## src/rtl/br_ckpt_stack_if.sv

```systemverilog
// br_ckpt_stack_if: dispatch/resolve inputs and recovery outputs of the checkpoint stack.
`ifndef BR_MASK_W
`define BR_MASK_W 5
`endif
`ifndef BR_STATE_W
`define BR_STATE_W 2
`endif
`ifndef BR_PR_WRONG
`define BR_PR_WRONG 2'b10
`endif
`ifndef BR_PR_CORRECT
`define BR_PR_CORRECT 2'b01
`endif
interface br_ckpt_stack_if #(
  parameter int BR_MASK_W = `BR_MASK_W,
  parameter int ARCH_REGS = 32,
  parameter int PRF_IDX_W = 6,
  parameter int FL_PTR_W  = 6,
  parameter int ROB_PTR_W = 5
);
  logic                           save_en_i;
  logic [BR_MASK_W-1:0]           br_mask_i;
  logic [ARCH_REGS*PRF_IDX_W-1:0] map_tbl_i;
  logic [FL_PTR_W-1:0]            fl_head_i;
  logic [ROB_PTR_W-1:0]           rob_tail_i;
  logic [`BR_STATE_W-1:0]         br_state_i;
  logic [BR_MASK_W-1:0]           br_bit_i;
  logic                           rc_valid_o;
  logic [ARCH_REGS*PRF_IDX_W-1:0] rc_map_tbl_o;
  logic [FL_PTR_W-1:0]            rc_fl_head_o;
  logic [ROB_PTR_W-1:0]           rc_rob_tail_o;
  logic [BR_MASK_W-1:0]           valid_o;
  logic                           full_o;
  modport master (
    output save_en_i, br_mask_i, map_tbl_i, fl_head_i, rob_tail_i, br_state_i, br_bit_i,
    input  rc_valid_o, rc_map_tbl_o, rc_fl_head_o, rc_rob_tail_o, valid_o, full_o
  );
  modport slave (
    input  save_en_i, br_mask_i, map_tbl_i, fl_head_i, rob_tail_i, br_state_i, br_bit_i,
    output rc_valid_o, rc_map_tbl_o, rc_fl_head_o, rc_rob_tail_o, valid_o, full_o
  );
endinterface

```

## src/rtl/br_ckpt_stack.sv

```systemverilog
// br_ckpt_stack: per-branch rename/free-list/ROB checkpoints with mispredict recovery.
`ifndef BR_MASK_W
`define BR_MASK_W 5
`endif
`ifndef BR_STATE_W
`define BR_STATE_W 2
`endif
`ifndef BR_PR_WRONG
`define BR_PR_WRONG 2'b10
`endif
`ifndef BR_PR_CORRECT
`define BR_PR_CORRECT 2'b01
`endif
module br_ckpt_stack #(
  parameter int BR_MASK_W = `BR_MASK_W,
  parameter int ARCH_REGS = 32,
  parameter int PRF_IDX_W = 6,
  parameter int FL_PTR_W  = 6,
  parameter int ROB_PTR_W = 5
) (
  input logic clk,
  input logic rst,
  br_ckpt_stack_if.slave bus
);
  localparam int MAP_W = ARCH_REGS*PRF_IDX_W;
  logic [BR_MASK_W-1:0] r_valid, w_valid_nx, w_avail, w_sel, w_save_dep, w_res_bit;
  logic [BR_MASK_W-1:0] r_dep [BR_MASK_W];
  logic [BR_MASK_W-1:0] w_dep_nx [BR_MASK_W];
  logic [MAP_W-1:0]     r_map [BR_MASK_W];
  logic [FL_PTR_W-1:0]  r_fl [BR_MASK_W];
  logic [ROB_PTR_W-1:0] r_rob [BR_MASK_W];
  logic [MAP_W-1:0]     r_rc_map, w_rc_map;
  logic [FL_PTR_W-1:0]  r_rc_fl, w_rc_fl;
  logic [ROB_PTR_W-1:0] r_rc_rob, w_rc_rob;
  logic                 w_wrong, w_correct, w_save, r_full, r_rc_valid;
  always_comb begin
    w_wrong    = bus.br_state_i == `BR_PR_WRONG;
    w_correct  = bus.br_state_i == `BR_PR_CORRECT;
    w_res_bit  = w_correct ? bus.br_bit_i : '0;
    w_save_dep = bus.br_mask_i & ~w_res_bit;
    w_avail    = ~w_save_dep;
    w_sel      = w_avail & (~w_avail + BR_MASK_W'(1));
    w_save     = bus.save_en_i & |w_avail & ~w_wrong;
    w_valid_nx = r_valid;
    w_rc_map   = '0;
    w_rc_fl    = '0;
    w_rc_rob   = '0;
    for (int i = 0; i < BR_MASK_W; i++) begin
      w_dep_nx[i] = r_dep[i] & ~w_res_bit;
      // a mispredict kills the branch itself and every checkpoint that depends on it
      if ((w_wrong && (bus.br_bit_i[i] || |(r_dep[i] & bus.br_bit_i))) || w_res_bit[i])
        w_valid_nx[i] = 1'b0;
      if (w_save && w_sel[i]) begin
        w_valid_nx[i] = 1'b1;
        w_dep_nx[i]   = w_save_dep;
      end
      w_rc_map = w_rc_map | (bus.br_bit_i[i] ? r_map[i] : '0);
      w_rc_fl  = w_rc_fl  | (bus.br_bit_i[i] ? r_fl[i]  : '0);
      w_rc_rob = w_rc_rob | (bus.br_bit_i[i] ? r_rob[i] : '0);
    end
  end
  always_ff @(posedge clk) begin
    if (rst) begin
      r_valid    <= '0;
      r_full     <= 1'b0;
      r_rc_valid <= 1'b0;
      r_rc_map   <= '0;
      r_rc_fl    <= '0;
      r_rc_rob   <= '0;
      for (int i = 0; i < BR_MASK_W; i++) r_dep[i] <= '0;
    end else begin
      r_valid    <= w_valid_nx;
      r_full     <= &w_valid_nx;
      r_rc_valid <= w_wrong;
      for (int i = 0; i < BR_MASK_W; i++) r_dep[i] <= w_dep_nx[i];
      if (w_wrong) begin
        r_rc_map <= w_rc_map;
        r_rc_fl  <= w_rc_fl;
        r_rc_rob <= w_rc_rob;
      end
    end
  end
  always_ff @(posedge clk) begin
    for (int i = 0; i < BR_MASK_W; i++)
      if (w_save && w_sel[i]) begin
        r_map[i] <= bus.map_tbl_i;
        r_fl[i]  <= bus.fl_head_i;
        r_rob[i] <= bus.rob_tail_i;
      end
  end
  assign bus.valid_o       = r_valid;
  assign bus.full_o        = r_full;
  assign bus.rc_valid_o    = r_rc_valid;
  assign bus.rc_map_tbl_o  = r_rc_map;
  assign bus.rc_fl_head_o  = r_rc_fl;
  assign bus.rc_rob_tail_o = r_rc_rob;
endmodule

```

## src/flat_wrapper.sv

```systemverilog
// flat-port wrapper written by rule: the top's interface ports become plain ports
module br_ckpt_stack_flat 
#(
  parameter int BR_MASK_W = `BR_MASK_W,
  parameter int ARCH_REGS = 32,
  parameter int PRF_IDX_W = 6,
  parameter int FL_PTR_W  = 6,
  parameter int ROB_PTR_W = 5
)
  (clk, rst, bus_save_en_i, bus_br_mask_i, bus_map_tbl_i, bus_fl_head_i, bus_rob_tail_i, bus_br_state_i, bus_br_bit_i, bus_rc_valid_o, bus_rc_map_tbl_o, bus_rc_fl_head_o, bus_rc_rob_tail_o, bus_valid_o, bus_full_o);
  br_ckpt_stack_if #(.BR_MASK_W(BR_MASK_W), .ARCH_REGS(ARCH_REGS), .PRF_IDX_W(PRF_IDX_W), .FL_PTR_W(FL_PTR_W), .ROB_PTR_W(ROB_PTR_W)) bus_i ();
  input logic clk;
  input logic rst;
  input wire logic [$bits(bus_i.save_en_i)-1:0] bus_save_en_i;
  input wire logic [$bits(bus_i.br_mask_i)-1:0] bus_br_mask_i;
  input wire logic [$bits(bus_i.map_tbl_i)-1:0] bus_map_tbl_i;
  input wire logic [$bits(bus_i.fl_head_i)-1:0] bus_fl_head_i;
  input wire logic [$bits(bus_i.rob_tail_i)-1:0] bus_rob_tail_i;
  input wire logic [$bits(bus_i.br_state_i)-1:0] bus_br_state_i;
  input wire logic [$bits(bus_i.br_bit_i)-1:0] bus_br_bit_i;
  output wire logic [$bits(bus_i.rc_valid_o)-1:0] bus_rc_valid_o;
  output wire logic [$bits(bus_i.rc_map_tbl_o)-1:0] bus_rc_map_tbl_o;
  output wire logic [$bits(bus_i.rc_fl_head_o)-1:0] bus_rc_fl_head_o;
  output wire logic [$bits(bus_i.rc_rob_tail_o)-1:0] bus_rc_rob_tail_o;
  output wire logic [$bits(bus_i.valid_o)-1:0] bus_valid_o;
  output wire logic [$bits(bus_i.full_o)-1:0] bus_full_o;
  assign bus_i.save_en_i = bus_save_en_i;
  assign bus_i.br_mask_i = bus_br_mask_i;
  assign bus_i.map_tbl_i = bus_map_tbl_i;
  assign bus_i.fl_head_i = bus_fl_head_i;
  assign bus_i.rob_tail_i = bus_rob_tail_i;
  assign bus_i.br_state_i = bus_br_state_i;
  assign bus_i.br_bit_i = bus_br_bit_i;
  assign bus_rc_valid_o = bus_i.rc_valid_o;
  assign bus_rc_map_tbl_o = bus_i.rc_map_tbl_o;
  assign bus_rc_fl_head_o = bus_i.rc_fl_head_o;
  assign bus_rc_rob_tail_o = bus_i.rc_rob_tail_o;
  assign bus_valid_o = bus_i.valid_o;
  assign bus_full_o = bus_i.full_o;
  br_ckpt_stack #(.BR_MASK_W(BR_MASK_W), .ARCH_REGS(ARCH_REGS), .PRF_IDX_W(PRF_IDX_W), .FL_PTR_W(FL_PTR_W), .ROB_PTR_W(ROB_PTR_W)) u_core (.clk(clk), .rst(rst), .bus(bus_i));
endmodule
```

## config.mk

```make
export PLATFORM = sky130hd
export DESIGN_NAME = br_ckpt_stack_flat
export DESIGN_NICKNAME = d
export VERILOG_FILES = /design/src/rtl/br_ckpt_stack_if.sv /design/src/rtl/br_ckpt_stack.sv /design/src/flat_wrapper.sv
export SDC_FILE = /design/constraint.sdc
export NUM_CORES = 1
export LEC_CHECK = 0
export CORE_MARGIN = 5
export CORE_UTILIZATION = 56
export DETAILED_ROUTE_END_ITERATION = 12
export PLACE_DENSITY_LB_ADDON = 0.1
export SLEW_MARGIN = 25
export SYNTH_ARGS = -nofsm -noshare
export SYNTH_HDL_FRONTEND = slang
export SYNTH_SLANG_ARGS = --single-unit
export TNS_END_PERCENT = 50
```

## constraint.sdc

```tcl
create_clock -name clk -period 17.2 [get_ports clk]
set_clock_uncertainty 0.05 [all_clocks]
set_input_delay 3.44 -clock clk [delete_from_list [all_inputs] [get_ports clk]]
set_output_delay 3.44 -clock clk [all_outputs]
set_load 0.005 [all_outputs]
```

==> flow_metrics.env, run 1 <==
export IMPL_power_density_mw_per_mm2=124
export IMPL_period_minus_slack_ps=7030
export IMPL_htreeDepth=3
export IMPL_grt_antenna_before_repair=30
export IMPL_fin_util_pct=68.3
export IMPL_io_pins=428
export IMPL_hold_slack_ps=413
export IMPL_path_class="primary input to register"
export IMPL_rsz0062_at_grt="no"
export IMPL_final_antenna_net_count=0
export IMPL_synth_main_ff_cell="edfxtp_1"
export IMPL_clock_sinks=1245
export IMPL_slew_violations=0
export IMPL_cts_hold_buf=0
export IMPL_reg2reg_from="u_core.r_dep[0][22]$_SDFF_PP0_"
export IMPL_power_total_mw=6.39
export IMPL_num_vias=24800
export IMPL_via_per_inst=6.47
export IMPL_fmax_mhz=142
export IMPL_status="complete, no violations"
export IMPL_cp_start_kind="primary input"
export IMPL_relSlewSlack_pct=27.9
export IMPL_grt_max_degree=147
export IMPL_multiInputGateArea_mm2=0.00672
export IMPL_core_area_mm2=0.0756
export IMPL_ys_seq_area_share_pct=82.5
export IMPL_synth_edf_count=1015
export IMPL_clkSlewWorstSetupHoldPaths_ps=60
export IMPL_cts_resized=0
export IMPL_grt_ovfl_total=0
export IMPL_nets=2958
export IMPL_place_gp_congestion=0.807
export IMPL_gr_usage_all_layers_pct=25.9
export IMPL_min_path_type="register to register"
export IMPL_first_pass_iters=8
export IMPL_hold_depth=2
export IMPL_r2r_end="u_core.bus.full_o$_SDFF_PP0_"
export IMPL_ys_warn_count=0
export IMPL_initial_utilization_pct=56.2
export IMPL_finalHoldViolCount=0
export IMPL_ys_top_cells_by_count="edfxtp_1, dfxtp_1, nor2_1"
export IMPL_cap_violations=0
export IMPL_finalCritPeriodShare_pct=40.9
export IMPL_cp_max_fo=90
export IMPL_hold_start="u_core.r_dep[0][15]$_SDFF_PP0_"
export IMPL_finalSetupTns_ps=0
export IMPL_vdd_drop_max_mv=0.0999
export IMPL_worstMarginPinSlew_ps=1080
export IMPL_port_buffers=427
export IMPL_yosysTopAreaCellShare_pct=71.7
export IMPL_fillCellCount=4908
export IMPL_async_reset_ff_share_pct=0
export IMPL_synthDistinctLibCells=33
export IMPL_drc_errors=0
export IMPL_regArea_mm2=0.0351
export IMPL_required_ps=17440
export IMPL_clock_insertion_delay_worst_skew_ps=690
export IMPL_cts_buffer_depth=3
export IMPL_arrival_ps=7270
export IMPL_drt_iter0_markers=2911
export IMPL_die_w_um=286
export IMPL_place_hpwl_mm=56.8
export IMPL_num_rows=101
export IMPL_area_growth_pct=21.4
export IMPL_holdPathEnd="u_core.r_dep[0][15]$_SDFF_PP0_"
export IMPL_yosysMostFrequentCell="edfxtp_1"
export IMPL_synthCells=2348
export IMPL_die_h_um=286
export IMPL_cts_setup_buffers=0
export IMPL_dieArea_mm2=0.0815
export IMPL_detail_route_wl_per_cell_um=28.4
export IMPL_crit_path_end_kind="register"
export IMPL_p_leak_nw=16.4
export IMPL_grt_pass1_vias=25100
export IMPL_grt_pass1_wl_mm=160
export IMPL_clock_root_buffer="clkbuf_16"
export IMPL_cts_tree="built"
export IMPL_rrSetupSlack_ps=15740
export IMPL_setup_viol=0
export IMPL_synth_nets=2566
export IMPL_yosysTopAreaCell="edfxtp_1"
export IMPL_rr_worst_depth=5
export IMPL_synthTopCellsByArea="edfxtp_1, dfxtp_1, a222oi_1, a221oi_1, a211oi_1"
export IMPL_cts_buffers=119
export IMPL_drive_gt1_share_pct=8.15
export IMPL_totalWireLength_mm=109
export IMPL_synth_seq_cells=1245
export IMPL_syn_avg_cell_area_um2=18.1
export IMPL_synth_area_mm2=0.0425
stage by stage:
| step | setup slack (ps) | std cells | area, µm² |
|---|---|---|---|
| 4_1_cts | 10160 | 3823 | 51600 |
| 3_5_place_dp | 9460 | 3597 | 47600 |
| 3_3_place_gp | 9500 | 3596 | 47600 |
| 2_1_floorplan | 3700 | 2348 | 42500 |
| 5_1_grt | 10030 | 3834 | 51600 |
| 6_report | 10170 | 3839 | 51600 |
critical path, stage by stage:
cell             delay, ps
clkdlybuf4s50_1        510
nor2b_4                170
buf_4                  410
a2111o_1               560
a2111o_1               570
inv_8                  560
buf_4                  880
cell type report:
| cell class | instances | area share [%] |
|---|---|---|
| clock inverter | 56 | 1.01 |
| tap | 978 | 2.37 |
| sequential | 1245 | 68.0 |
| clock buffer | 170 | 6.59 |
| timing repair buffer | 458 | 8.85 |
| inverter | 6 | 0.0873 |
| multi-input combinational | 910 | 13.0 |
| antenna | 16 | 0.0776 |
worst max-delay path by stage:
stage	from	end	slack (ps)	cells past startpoint
after floorplan	bus_br_state_i[1]	u_core.bus.full_o$_SDFF_PP0_	3700	4
after global placement	bus_br_state_i[1]	u_core.r_map[0][656]$_DFFE_PP_	9500	7
after detailed placement	bus_br_state_i[1]	u_core.r_map[0][657]$_DFFE_PP_	9460	7
after CTS	bus_br_state_i[1]	u_core.r_map[0][616]$_DFFE_PP_	10160	7
after global routing	bus_br_state_i[1]	u_core.r_map[0][665]$_DFFE_PP_	10030	7
final	bus_br_state_i[1]	u_core.r_map[0][665]$_DFFE_PP_	10170	7
per-layer routing:
metal	routed length, µm	vias to the layer above	GRT usage (%)	part of all wire, %
met3	9960	205	6.87	9.1
met1	42900	12700	35.0	39
met4	2990	28	8.80	2.7
met5	178	-	0	0.16
met2	53000	1180	41.4	49
li1	-	10800	-	-
cells in the final DEF (no fill, tap or decap), drive strengths merged:
master,instances
clkinvlp,1
a21o,1
bufinv,8
nor4b,1
a221o,1
a21oi,22
dfxtp,230
or2,2
clkinv,42
nor3,2
or3,1
buf,37
nor2,216
o21ba,1
clkdlybuf4s50,421
nand3b,2
inv,11
mux2i,8
a211oi,205
edfxtp,1015
a222oi,208
nand2,24
diode,16
o22ai,2
a221oi,203
clkbuf,170
and2,1
a2111o,2
nor2b,2
nand4,1
a31oi,2
nand2b,3
where the power goes:
group	leakage, nW	total [mW]	switching [mW]	internal [mW]
registers	11.1	3.44	0.0484	3.39
logic	3.37	0.380	0.220	0.160
clock network	1.95	2.57	1.08	1.49
total	16.4	6.39	1.34	5.04
sequential cells by signal, summed over array words and instances, names as in the netlist:
signal / flops
u_core.r_dep: 20
u_core.bus.valid_o: 5
u_core.r_fl: 30
u_core.r_rob: 25
u_core.bus.rc_rob_tail_o: 5
u_core.r_map: 960
u_core.bus.rc_valid_o: 1
u_core.bus.rc_fl_head_o: 6
u_core.bus.full_o: 1
u_core.bus.rc_map_tbl_o: 192
cell families (layout without fill, tap and decap cells):
group / after synthesis / in the layout / share of synthesized area [%]
buf+inv: 193 / 690 / 1.72
simple gates: 255 / 255 / 2.37
compound gates: 647 / 647 / 13.2
other cells: 0 / 16 / 0
mux: 8 / 8 / 0.188
flops: 1245 / 1245 / 82.5
Power figures use the tool's default switching activity.
==> run 2: changes to the inputs <==
- CORE_UTILIZATION: 56 -> 51
- clock period: 17.2 -> 6.2 ns (I/O delays scaled with it)
==> flow_metrics.env, run 2 (synthesized netlist as in run 1, its figures left out) <==
export IMPL_top_register="u_core.r_map"
export IMPL_setup_ws_ps=1770
export IMPL_place_hpwl_mm=57.6
export IMPL_place_gp_congestion=0.815
export IMPL_clock_insertion_delay_worst_skew_ps=680
export IMPL_crit_buf_inv=4
export IMPL_cp_slowest_stage_delay_ps=830
export IMPL_period_minus_slack_ps=4430
export IMPL_clock_sinks=1245
export IMPL_vdd_drop_max_mv=0.356
export IMPL_slew_violations=0
export IMPL_regArea_mm2=0.0351
export IMPL_fmax_mhz=226
export IMPL_placed_cell_area_mm2=0.0480
export IMPL_grt_max_degree=145
export IMPL_hold_slack_ps=408
export IMPL_setup_viol=0
export IMPL_initial_utilization_pct=51.6
export IMPL_grt_antenna_before_repair=30
export IMPL_fillCellCount=5813
export IMPL_cts_setup_buffers=0
export IMPL_rsz0062_at_grt="no"
export IMPL_crit_family="buffers and inverters"
export IMPL_relSlewSlack_pct=28.4
export IMPL_dieArea_mm2=0.0892
export IMPL_detail_route_wl_per_cell_um=27.8
export IMPL_layout_commonest_cell="edfxtp_1"
export IMPL_dp_cells=3704
export IMPL_p_leak_nw=16.6
export IMPL_totalWireLength_mm=110
export IMPL_finalNonFillerCells=3958
export IMPL_final_antenna_net_count=0
export IMPL_drt_iter0_markers=2846
export IMPL_die_h_um=299
export IMPL_cts_buffers=121
export IMPL_min_path_type="register to register"
export IMPL_crit_path_end_kind="register"
export IMPL_cts_resized=0
export IMPL_cts_buffer_depth=3
export IMPL_crit_chain="clkdlybuf4s50_1 -> nor2b_1 -> nand2_1 -> a2111o_1 -> clkinvlp_4 -> buf_4 -> buf_4"
export IMPL_final_cell_area_mm2=0.0522
export IMPL_via_per_inst=6.28
export IMPL_drive_gt1_share_pct=8.79
export IMPL_cts_tree="built"
export IMPL_num_rows=105
export IMPL_htreeDepth=3
export IMPL_cap_violations=0
export IMPL_required_ps=6450
export IMPL_power_total_mw=17.9
export IMPL_power_density_mw_per_mm2=344
export IMPL_cp_start_kind="primary input"
export IMPL_fin_util_pct=63.3
export IMPL_die_w_um=299
export IMPL_crit_top_cell="buf_4"
export IMPL_cp_max_fo=63
export IMPL_num_vias=24900
export IMPL_largest_reg_flops=960
export IMPL_clkSlewWorstSetupHoldPaths_ps=60
export IMPL_core_area_mm2=0.0824
export IMPL_port_buffers=427
export IMPL_finalSetupTns_ps=0
export IMPL_dp_worst_setup_slack_ps=1120
export IMPL_finalCritPeriodShare_pct=71.5
export IMPL_multiInputGateArea_mm2=0.00672
export IMPL_area_growth_pct=22.8
export IMPL_grt_pass1_wl_mm=163
export IMPL_first_pass_iters=9
export IMPL_worstMarginPinSlew_ps=1070
export IMPL_drc_errors=0
export IMPL_path_class="primary input to register"
export IMPL_nets=2976
export IMPL_grt_ovfl_total=0
export IMPL_finalHoldViolCount=0
export IMPL_arrival_ps=4680
export IMPL_cts_hold_buf=0
export IMPL_crit_path_top_delay_cell="buf_4"
export IMPL_io_pins=428
export IMPL_final_cell_mix="edfxtp_1, clkdlybuf4s50_1, dfxtp_1"
export IMPL_status="complete, no violations"
export IMPL_gr_usage_all_layers_pct=24.0
export IMPL_grt_pass1_vias=25300
export IMPL_clock_root_buffer="clkbuf_16"
## run 2: changes by cell type in the layout (fill, tap and decap cells not counted), sizes merged
cell	change
diode	+6
buf	+15
bufinv	+1
clkinv	-10
clkbuf	+18
clkinvlp	+2
inv	-5
## run 2: routing by layer
layer / global-route usage (%) / up-vias / wire, µm
li1: - / 10800 / -
met1: 32.5 / 12800 / 44500
met2: 39.4 / 1099 / 54100
met3: 5.53 / 135 / 9180
met4: 7.13 / 14 / 2220
met5: 0 / - / 101
## run 2: final timing paths
path                                  startpoint                        endpoint  slack [ps]  cells past startpoint
setup / recovery               bus_br_state_i[0]  u_core.r_map[0][637]$_DFFE_PP_        1770                      7
hold / removal    u_core.r_dep[0][10]$_SDFF_PP0_  u_core.r_dep[0][10]$_SDFF_PP0_         410                      2
setup reg to reg  u_core.r_dep[0][22]$_SDFF_PP0_    u_core.bus.full_o$_SDFF_PP0_        4650                      5
hold reg to reg   u_core.r_dep[0][10]$_SDFF_PP0_  u_core.r_dep[0][10]$_SDFF_PP0_         410                      2
## run 2: cell type report
type                    count  share of cell area (%)
repair buffers            474                    9.32
clock inverters            44                   0.954
multi-input cells         910                    12.9
well taps                1070                    2.57
clock buffers             187                    6.87
inverters                   6                  0.0791
diodes                     22                   0.106
flip-flops and latches   1245                    67.2
## run 2: worst register-to-register path, stage by stage, from the launching register on
cell	delay (ps)
dfxtp_1	310
a222oi_1	350
a21oi_1	120
nor2_1	220
o22ai_1	140
nor4b_2	260
## run 2: power breakdown
part           total [mW]  switching (mW)  leakage, nW  internal (mW)
sequential           9.53           0.137         11.1           9.39
combinational        1.07           0.607         3.50          0.459
clock                7.34            2.99         2.01           4.35
